File: config.mk
export PLATFORM = sky130hd
export DESIGN_NAME = spi_slave_gen_flat
export DESIGN_NICKNAME = d
export VERILOG_FILES = /design/src/rtl/spi_slave_gen_if.sv /design/src/rtl/spi_slave_gen.sv /design/src/flat_wrapper.sv
export SDC_FILE = /design/constraint.sdc
export NUM_CORES = 1
export LEC_CHECK = 0
export ABC_AREA = 0
export BUFFER_PORTS_ARGS = -buffer_cell sky130_fd_sc_hd__buf_2
export CORE_MARGIN = 10
export CORE_UTILIZATION = 50
export DETAILED_ROUTE_END_ITERATION = 8
export GPL_TIMING_DRIVEN = 0
export HOLD_SLACK_MARGIN = 0.15
export PLACE_DENSITY = 0.77
export SYNTH_ARGS = -nofsm -noshare
export SYNTH_HDL_FRONTEND = slang
export SYNTH_SLANG_ARGS = --single-unit
File: constraint.sdc
create_clock -name clk -period 3.5 [get_ports clk]
set_input_delay 0.175 -clock clk [delete_from_list [all_inputs] [get_ports clk]]
set_output_delay 0.175 -clock clk [all_outputs]
set_load 0.01 [all_outputs]
File: src/rtl/spi_slave_gen_if.sv
// SPI pin and memory-side signal bundle for spi_slave_gen.
interface spi_slave_gen_if #(
  parameter int unsigned DATA_W = 8
);
  logic              ss_n;
  logic              mosi;
  logic              miso;
  logic              rx_valid;
  logic [DATA_W+1:0] rx_data;
  logic              tx_valid;
  logic [DATA_W-1:0] tx_data;
  logic              err;
  logic              abort;
  logic              busy;

  modport master (
    output ss_n, mosi, tx_valid, tx_data,
    input  miso, rx_valid, rx_data, err, abort, busy
  );

  modport slave (
    input  ss_n, mosi, tx_valid, tx_data,
    output miso, rx_valid, rx_data, err, abort, busy
  );
endinterface

File: src/rtl/spi_slave_gen.sv
// Parametrised SPI slave: deserialises (DATA_W+2)-bit command frames and
// serialises memory read data, with read sequencing, abort and timeout checks.
module spi_slave_gen #(
  parameter int unsigned DATA_W     = 8,
  parameter int unsigned TX_TIMEOUT = 16
) (
  input logic            clk,
  input logic            rst_n,
  spi_slave_gen_if.slave bus
);
  localparam int unsigned FRAME_W = DATA_W + 2;
  localparam int unsigned BCW     = $clog2(FRAME_W + 1);
  localparam int unsigned TOW     = $clog2(TX_TIMEOUT + 1);
  localparam int unsigned TCW     = $clog2(DATA_W + 1);

  typedef enum logic [2:0] {IDLE, RECV, WAIT_TX, SEND, DONE} state_e;

  state_e             state_q, state_d;
  logic [FRAME_W-2:0] rx_shift_q, rx_shift_d;
  logic [BCW-1:0]     bit_cnt_q, bit_cnt_d;
  logic [TOW-1:0]     to_cnt_q, to_cnt_d;
  logic [DATA_W-1:0]  tx_shift_q, tx_shift_d;
  logic [TCW-1:0]     tx_cnt_q, tx_cnt_d;
  logic               miso_q, miso_d;
  logic               rx_valid_q, rx_valid_d;
  logic [FRAME_W-1:0] rx_data_q, rx_data_d;
  logic               err_q, err_d;
  logic               abort_q, abort_d;
  logic               rd_ok_q, rd_ok_d;
  logic [FRAME_W-1:0] word;

  // The top FRAME_W-1 bits live in the shift register; the last bit comes straight from mosi.
  assign word = {rx_shift_q, bus.mosi};

  always_ff @(posedge clk or negedge rst_n) begin
    if (!rst_n) begin
      state_q    <= IDLE;
      rx_shift_q <= '0;
      bit_cnt_q  <= '0;
      to_cnt_q   <= '0;
      tx_shift_q <= '0;
      tx_cnt_q   <= '0;
      miso_q     <= 1'b0;
      rx_valid_q <= 1'b0;
      rx_data_q  <= '0;
      err_q      <= 1'b0;
      abort_q    <= 1'b0;
      rd_ok_q    <= 1'b0;
    end else begin
      state_q    <= state_d;
      rx_shift_q <= rx_shift_d;
      bit_cnt_q  <= bit_cnt_d;
      to_cnt_q   <= to_cnt_d;
      tx_shift_q <= tx_shift_d;
      tx_cnt_q   <= tx_cnt_d;
      miso_q     <= miso_d;
      rx_valid_q <= rx_valid_d;
      rx_data_q  <= rx_data_d;
      err_q      <= err_d;
      abort_q    <= abort_d;
      rd_ok_q    <= rd_ok_d;
    end
  end

  always_comb begin
    state_d    = state_q;
    rx_shift_d = rx_shift_q;
    bit_cnt_d  = bit_cnt_q;
    to_cnt_d   = to_cnt_q;
    tx_shift_d = tx_shift_q;
    tx_cnt_d   = tx_cnt_q;
    miso_d     = miso_q;
    rx_valid_d = 1'b0;
    rx_data_d  = rx_data_q;
    err_d      = 1'b0;
    abort_d    = 1'b0;
    rd_ok_d    = rd_ok_q;

    if (bus.ss_n) begin
      state_d = IDLE;
      miso_d  = 1'b0;
      abort_d = (state_q == RECV) || (state_q == WAIT_TX) || (state_q == SEND);
    end else begin
      unique case (state_q)
        IDLE: begin
          rx_shift_d = {rx_shift_q[FRAME_W-3:0], bus.mosi};
          bit_cnt_d  = BCW'(1);
          state_d    = RECV;
        end
        RECV: begin
          rx_shift_d = {rx_shift_q[FRAME_W-3:0], bus.mosi};
          bit_cnt_d  = bit_cnt_q + BCW'(1);
          if (bit_cnt_q == BCW'(FRAME_W - 1)) begin
            state_d = DONE;
            unique case (word[FRAME_W-1:FRAME_W-2])
              2'b10: begin
                rx_data_d  = word;
                rx_valid_d = 1'b1;
                rd_ok_d    = 1'b1;
              end
              2'b11: begin
                if (rd_ok_q) begin
                  rx_data_d  = word;
                  rx_valid_d = 1'b1;
                  rd_ok_d    = 1'b0;
                  to_cnt_d   = '0;
                  state_d    = WAIT_TX;
                end else begin
                  err_d = 1'b1;
                end
              end
              default: begin
                rx_data_d  = word;
                rx_valid_d = 1'b1;
              end
            endcase
          end
        end
        WAIT_TX: begin
          if (bus.tx_valid) begin
            miso_d     = bus.tx_data[DATA_W-1];
            tx_shift_d = bus.tx_data << 1;
            tx_cnt_d   = TCW'(1);
            state_d    = SEND;
          end else begin
            to_cnt_d = to_cnt_q + TOW'(1);
            if (to_cnt_q == TOW'(TX_TIMEOUT - 1)) begin
              err_d   = 1'b1;
              state_d = DONE;
            end
          end
        end
        SEND: begin
          if (tx_cnt_q < TCW'(DATA_W)) begin
            miso_d     = tx_shift_q[DATA_W-1];
            tx_shift_d = tx_shift_q << 1;
            tx_cnt_d   = tx_cnt_q + TCW'(1);
          end else begin
            miso_d  = 1'b0;
            state_d = DONE;
          end
        end
        DONE: miso_d = 1'b0;
        default: state_d = IDLE;
      endcase
    end
  end

  assign bus.miso     = miso_q;
  assign bus.rx_valid = rx_valid_q;
  assign bus.rx_data  = rx_data_q;
  assign bus.err      = err_q;
  assign bus.abort    = abort_q;
  assign bus.busy     = (state_q != IDLE);
endmodule
File: src/flat_wrapper.sv
// flat-port wrapper written by rule: the top's interface ports become plain ports
module spi_slave_gen_flat 
#(
  parameter int unsigned DATA_W     = 8,
  parameter int unsigned TX_TIMEOUT = 16
)
  (clk, rst_n, bus_ss_n, bus_mosi, bus_tx_valid, bus_tx_data, bus_miso, bus_rx_valid, bus_rx_data, bus_err, bus_abort, bus_busy);
  spi_slave_gen_if #(.DATA_W(DATA_W)) bus_i ();
  input logic clk;
  input logic rst_n;
  input wire logic [$bits(bus_i.ss_n)-1:0] bus_ss_n;
  input wire logic [$bits(bus_i.mosi)-1:0] bus_mosi;
  input wire logic [$bits(bus_i.tx_valid)-1:0] bus_tx_valid;
  input wire logic [$bits(bus_i.tx_data)-1:0] bus_tx_data;
  output wire logic [$bits(bus_i.miso)-1:0] bus_miso;
  output wire logic [$bits(bus_i.rx_valid)-1:0] bus_rx_valid;
  output wire logic [$bits(bus_i.rx_data)-1:0] bus_rx_data;
  output wire logic [$bits(bus_i.err)-1:0] bus_err;
  output wire logic [$bits(bus_i.abort)-1:0] bus_abort;
  output wire logic [$bits(bus_i.busy)-1:0] bus_busy;
  assign bus_i.ss_n = bus_ss_n;
  assign bus_i.mosi = bus_mosi;
  assign bus_i.tx_valid = bus_tx_valid;
  assign bus_i.tx_data = bus_tx_data;
  assign bus_miso = bus_i.miso;
  assign bus_rx_valid = bus_i.rx_valid;
  assign bus_rx_data = bus_i.rx_data;
  assign bus_err = bus_i.err;
  assign bus_abort = bus_i.abort;
  assign bus_busy = bus_i.busy;
  spi_slave_gen #(.DATA_W(DATA_W), .TX_TIMEOUT(TX_TIMEOUT)) u_core (.clk(clk), .rst_n(rst_n), .bus(bus_i));
endmodule
==> metrics.txt <==
# TYPE chip_impl_metric gauge
chip_impl_metric{name="final_layout_size_suffix_gt1_share",unit="%"} 22.6
chip_impl_metric{name="p_leak",unit="uW"} 0.00137
chip_impl_metric{name="setup_viol",unit=""} 0
chip_impl_metric{name="track_usage",unit="%"} 12.7
chip_impl_metric{name="initial_core_util",unit="%"} 51.9
chip_impl_metric{name="io-pin-count",unit=""} 28
chip_impl_metric{name="port-buffer-count",unit=""} 26
chip_impl_metric{name="synth_edf_count",unit=""} 0
chip_impl_metric{name="place.detailed.hpwl",unit="um"} 3130
chip_impl_metric{name="clock_path_buffers",unit=""} 2
chip_impl_metric{name="timing.final.crit_period",unit="ns"} 2.11
chip_impl_metric{name="grt_antenna_before_repair",unit=""} 0
chip_impl_info{name="timing.critical_path.slowest_stage_cell",value="sky130_fd_sc_hd__or4_4"} 1
chip_impl_metric{name="vias",unit=""} 1683
chip_impl_metric{name="max_clock_freq",unit="GHz"} 0.475
chip_impl_metric{name="synth.avg_cell_area",unit="sq um"} 10.4
chip_impl_metric{name="htree_levels",unit=""} 2
chip_impl_metric{name="route.final.wire_length",unit="um"} 4590
chip_impl_info{name="timing_worst_setup_path_type",value="register to register"} 1
chip_impl_metric{name="detail_route.wl_per_cell",unit="um"} 14.9
chip_impl_metric{name="die_width",unit="um"} 87.5
chip_impl_metric{name="rows",unit=""} 24
chip_impl_metric{name="coreArea",unit="sq mm"} 0.00438
chip_impl_info{name="rsz0062_at_grt",value="false"} 1
chip_impl_metric{name="critical-path-max-stage-delay",unit="ns"} 0.51
chip_impl_metric{name="layout-area-overhead-vs-synth",unit="%"} 13.9
chip_impl_info{name="outcome",value="finished, final reports clean"} 1
chip_impl_info{name="synth_area_leaders",value="sky130_fd_sc_hd__dfrtp_1 (52%), sky130_fd_sc_hd__nand2_1 (5.8%), sky130_fd_sc_hd__mux2_2 (4.5%), sky130_fd_sc_hd__mux2i_1 (4.4%), sky130_fd_sc_hd__nor2_1 (4.0%)"} 1
chip_impl_metric{name="cts-buffers-inserted",unit=""} 5
chip_impl_metric{name="placed_cells_incl_taps",unit=""} 297
chip_impl_metric{name="worst_reg2reg_setup_slack",unit="ns"} 1.39
chip_impl_info{name="crit_path_cell_trace",value="inv_1 > ha_1 > nand3b_4 > or4_4 > nor2_2 > buf_6 > mux2_2"} 1
chip_impl_metric{name="drt_first_iter_violations",unit=""} 116
chip_impl_metric{name="layout.filler_cells",unit=""} 393
chip_impl_metric{name="grt.overflow.total",unit=""} 0
chip_impl_metric{name="data_arrival_critical_path",unit="ns"} 2.29
chip_impl_metric{name="nets",unit=""} 274
chip_impl_metric{name="totalNegativeSetupSlack",unit="ns"} 0
chip_impl_metric{name="netlist-cell-type-count",unit=""} 43
chip_impl_info{name="worst_r2r_endpoint",value="u_core.bus.rx_data[3]"} 1
chip_impl_metric{name="fin_worst_hold_slack",unit="ns"} 0.162
chip_impl_metric{name="die_h",unit="um"} 87.5
chip_impl_metric{name="crit_path_max_fanout",unit=""} 10
chip_impl_metric{name="post-layout-total-power",unit="uW"} 1500
chip_impl_info{name="global_route.peak_usage_layer",value="met2"} 1
chip_impl_metric{name="timing.slew.headroom",unit="%"} 32.0
chip_impl_metric{name="pin_count_of_the_biggest_net_entering_global_routing",unit=""} 48
chip_impl_info{name="yosys_most_used_dff",value="sky130_fd_sc_hd__dfrtp_1"} 1
chip_impl_info{name="min_path_type",value="input pin to register"} 1
chip_impl_metric{name="gp_congestion",unit=""} 0.831
chip_impl_metric{name="cts_sinks",unit=""} 47
chip_impl_info{name="cts_tree",value="yes"} 1
chip_impl_metric{name="post_cts_resize_count",unit=""} 0
chip_impl_metric{name="ys_async_sr_fraction",unit="%"} 100
chip_impl_metric{name="synth_sequential_area_ratio",unit="%"} 51.7
chip_impl_metric{name="synth_largest_type_area_fraction",unit="%"} 51.7
chip_impl_metric{name="drt.antenna.violating_nets",unit=""} 0
chip_impl_metric{name="routed_via_density",unit=""} 5.45
chip_impl_info{name="endpoint",value="u_core.bus.rx_data[3]"} 1
chip_impl_metric{name="clk-insertion-delay-late",unit="ns"} 0.30
chip_impl_metric{name="synthCells",unit=""} 219
chip_impl_metric{name="netlist_area",unit="sq mm"} 0.00227
chip_impl_metric{name="globalRouteMet1Util",unit="%"} 15.6
chip_impl_metric{name="synth-seq-cells",unit=""} 47
chip_impl_info{name="final_cell_mix",value="sky130_fd_sc_hd__dfrtp_1 (47), sky130_fd_sc_hd__nand2_1 (35), sky130_fd_sc_hd__buf_2 (31), sky130_fd_sc_hd__nor2_1 (24), sky130_fd_sc_hd__a21oi_1 (13)"} 1
chip_impl_info{name="netlist.top_cell.by_area",value="sky130_fd_sc_hd__dfrtp_1"} 1
chip_impl_metric{name="grt_pass1_wl",unit="um"} 7870
chip_impl_metric{name="drtPass1Iterations",unit=""} 4
chip_impl_info{name="final_common_cell",value="sky130_fd_sc_hd__dfrtp_1"} 1
chip_impl_metric{name="final_hold_viol_count",unit=""} 0
chip_impl_metric{name="grt_pass1_vias",unit=""} 1702
chip_impl_metric{name="multi_input_gate_area_in_the_final_layout",unit="sq um"} 998
chip_impl_info{name="cp-startpoint",value="u_core.bit_cnt_q[1]"} 1
chip_impl_metric{name="drc_errors",unit=""} 0
chip_impl_metric{name="met3_global_route_usage",unit="%"} 3.09
chip_impl_info{name="rr_startpoint",value="u_core.bit_cnt_q[1]"} 1
chip_impl_metric{name="antenna_cells",unit=""} 0
chip_impl_metric{name="yosysWarnings",unit=""} 0
chip_impl_metric{name="hold_buffers",unit=""} 4
chip_impl_info{name="critical_path.endpoint_type",value="register"} 1
chip_impl_metric{name="post-route-period-util",unit="%"} 60.2
chip_impl_info{name="cts_root_buf",value="sky130_fd_sc_hd__clkbuf_8"} 1
chip_impl_metric{name="skew",unit="ns"} 0.00445
chip_impl_info{name="worstSetupStartpointType",value="register"} 1
chip_impl_metric{name="worstRegToRegCells",unit=""} 7
chip_impl_metric{name="register_area",unit="sq mm"} 0.00118
chip_impl_metric{name="final_cells",unit=""} 309
chip_impl_metric{name="clk_pin_slew_worst_paths",unit="ns"} 0.08
chip_impl_metric{name="grt_util_met2",unit="%"} 21.1
chip_impl_metric{name="post-cts-setup-buffer-count",unit=""} 0
chip_impl_metric{name="p_per_area",unit="mW/mm^2"} 581
chip_impl_metric{name="vdd_ir_drop_max",unit="V"} 0.000308
chip_impl_metric{name="die_area",unit="sq mm"} 0.00765
chip_impl_metric{name="max_capacitance_violation_count",unit=""} 0
chip_impl_metric{name="syn_nets",unit=""} 237
chip_impl_metric{name="max_slew.worst_pin.slew",unit="ns"} 1.02
chip_impl_metric{name="timing.critical_path.required",unit="ns"} 3.69
chip_impl_metric{name="report.final.slew_viol_count",unit=""} 0
worst min-delay path by stage:
stage	start	depth (start not counted)	slack (ns)	endpoint
floorplan	rst_n	0	-0.12	u_core.bit_cnt_q[0]
global placement	bus_tx_data[0]	3	0.38	u_core.tx_shift_q[1]
detailed placement	bus_tx_data[0]	3	0.39	u_core.tx_shift_q[1]
CTS	bus_tx_data[1]	3	0.16	u_core.tx_shift_q[2]
global route	bus_tx_data[1]	3	0.18	u_core.tx_shift_q[2]
finish	bus_tx_data[1]	3	0.16	u_core.tx_shift_q[2]
cell families (layout without fill, tap and decap cells):
| group | after synthesis | count (layout) | share of synthesized area, % |
|---|---|---|---|
| and+or+nand+nor | 89 | 89 | 18.8 |
| adders and majority gates | 5 | 5 | 2.75 |
| AOI/OAI and AO/OA | 38 | 38 | 12.8 |
| DFF | 47 | 47 | 51.7 |
| buffers and inverters | 20 | 58 | 4.40 |
| muxes | 20 | 20 | 9.52 |
synthesized netlist by cell type, types with 3 or more instances:
| library cell | instances |
|---|---|
| sky130_fd_sc_hd__o21ai_0 | 5 |
| sky130_fd_sc_hd__mux2i_1 | 10 |
| sky130_fd_sc_hd__a21oi_1 | 13 |
| sky130_fd_sc_hd__mux2_2 | 9 |
| sky130_fd_sc_hd__nand2_1 | 35 |
| sky130_fd_sc_hd__or3_1 | 6 |
| sky130_fd_sc_hd__a31oi_1 | 4 |
| sky130_fd_sc_hd__nand2b_1 | 3 |
| sky130_fd_sc_hd__inv_1 | 10 |
| sky130_fd_sc_hd__ha_1 | 5 |
| sky130_fd_sc_hd__buf_2 | 5 |
| sky130_fd_sc_hd__dfrtp_1 | 47 |
| sky130_fd_sc_hd__nor3_1 | 6 |
| sky130_fd_sc_hd__nor2_1 | 24 |
area by class of cell:
type,instances,share of cell area (%)
inverters,10,1.45
repair buffers,30,6.57
well taps,52,2.51
flip-flops and latches,47,45.4
clock buffers,7,2.95
multi-input cells,152,38.5
clock inverters,1,0.193
plain buffers,10,2.41
worst max-delay path: cells and delay by family, from the launching register on:
| family | cells | cell delay, ns |
|---|---|---|
| multiplexers | 1 | 0.34 |
| adder cells (fa/ha/maj) | 1 | 0.19 |
| AND/OR/NAND/NOR | 3 | 0.80 |
| buffers and inverters | 2 | 0.26 |
| flip-flops | 1 | 0.41 |
state kept, by name (all words and copies together), names as in the netlist:
register,flops
u_core.rx_shift_q,9
u_core.bus.miso,1
u_core.bit_cnt_q,4
u_core.bus.rx_valid,1
u_core.bus.rx_data,10
u_core.tx_shift_q,7
u_core.bus.abort,1
u_core.tx_cnt_q,4
u_core.state_q,3
u_core.bus.err,1
u_core.to_cnt_q,5
u_core.rd_ok_q,1
metal layers:
layer / up-vias / part of all wire, %
met1: 823 / 47
li1: 830 / -
met2: 26 / 49
met5: - / 0
met3: 4 / 3.6
met4: 0 / 1.0
power by group:
part	internal, uW	switching (uW)	leakage [uW]
sequential	666	94.3	0.000616
combinational	184	244	0.000707
clock	140	175	0.0000422
total	991	514	0.00137
metrics by stage:
stage	util [%]	cell area, sq um	worst slack [ns]
global route	59.1	2590	1.32
floorplan	-	2270	1.56
CTS	59.1	2590	1.38
global placement	56.3	2470	1.43
detailed placement	56.3	2470	1.40
finish	59.1	2590	1.39
No activity file was read; power rests on OpenSTA's default activity.
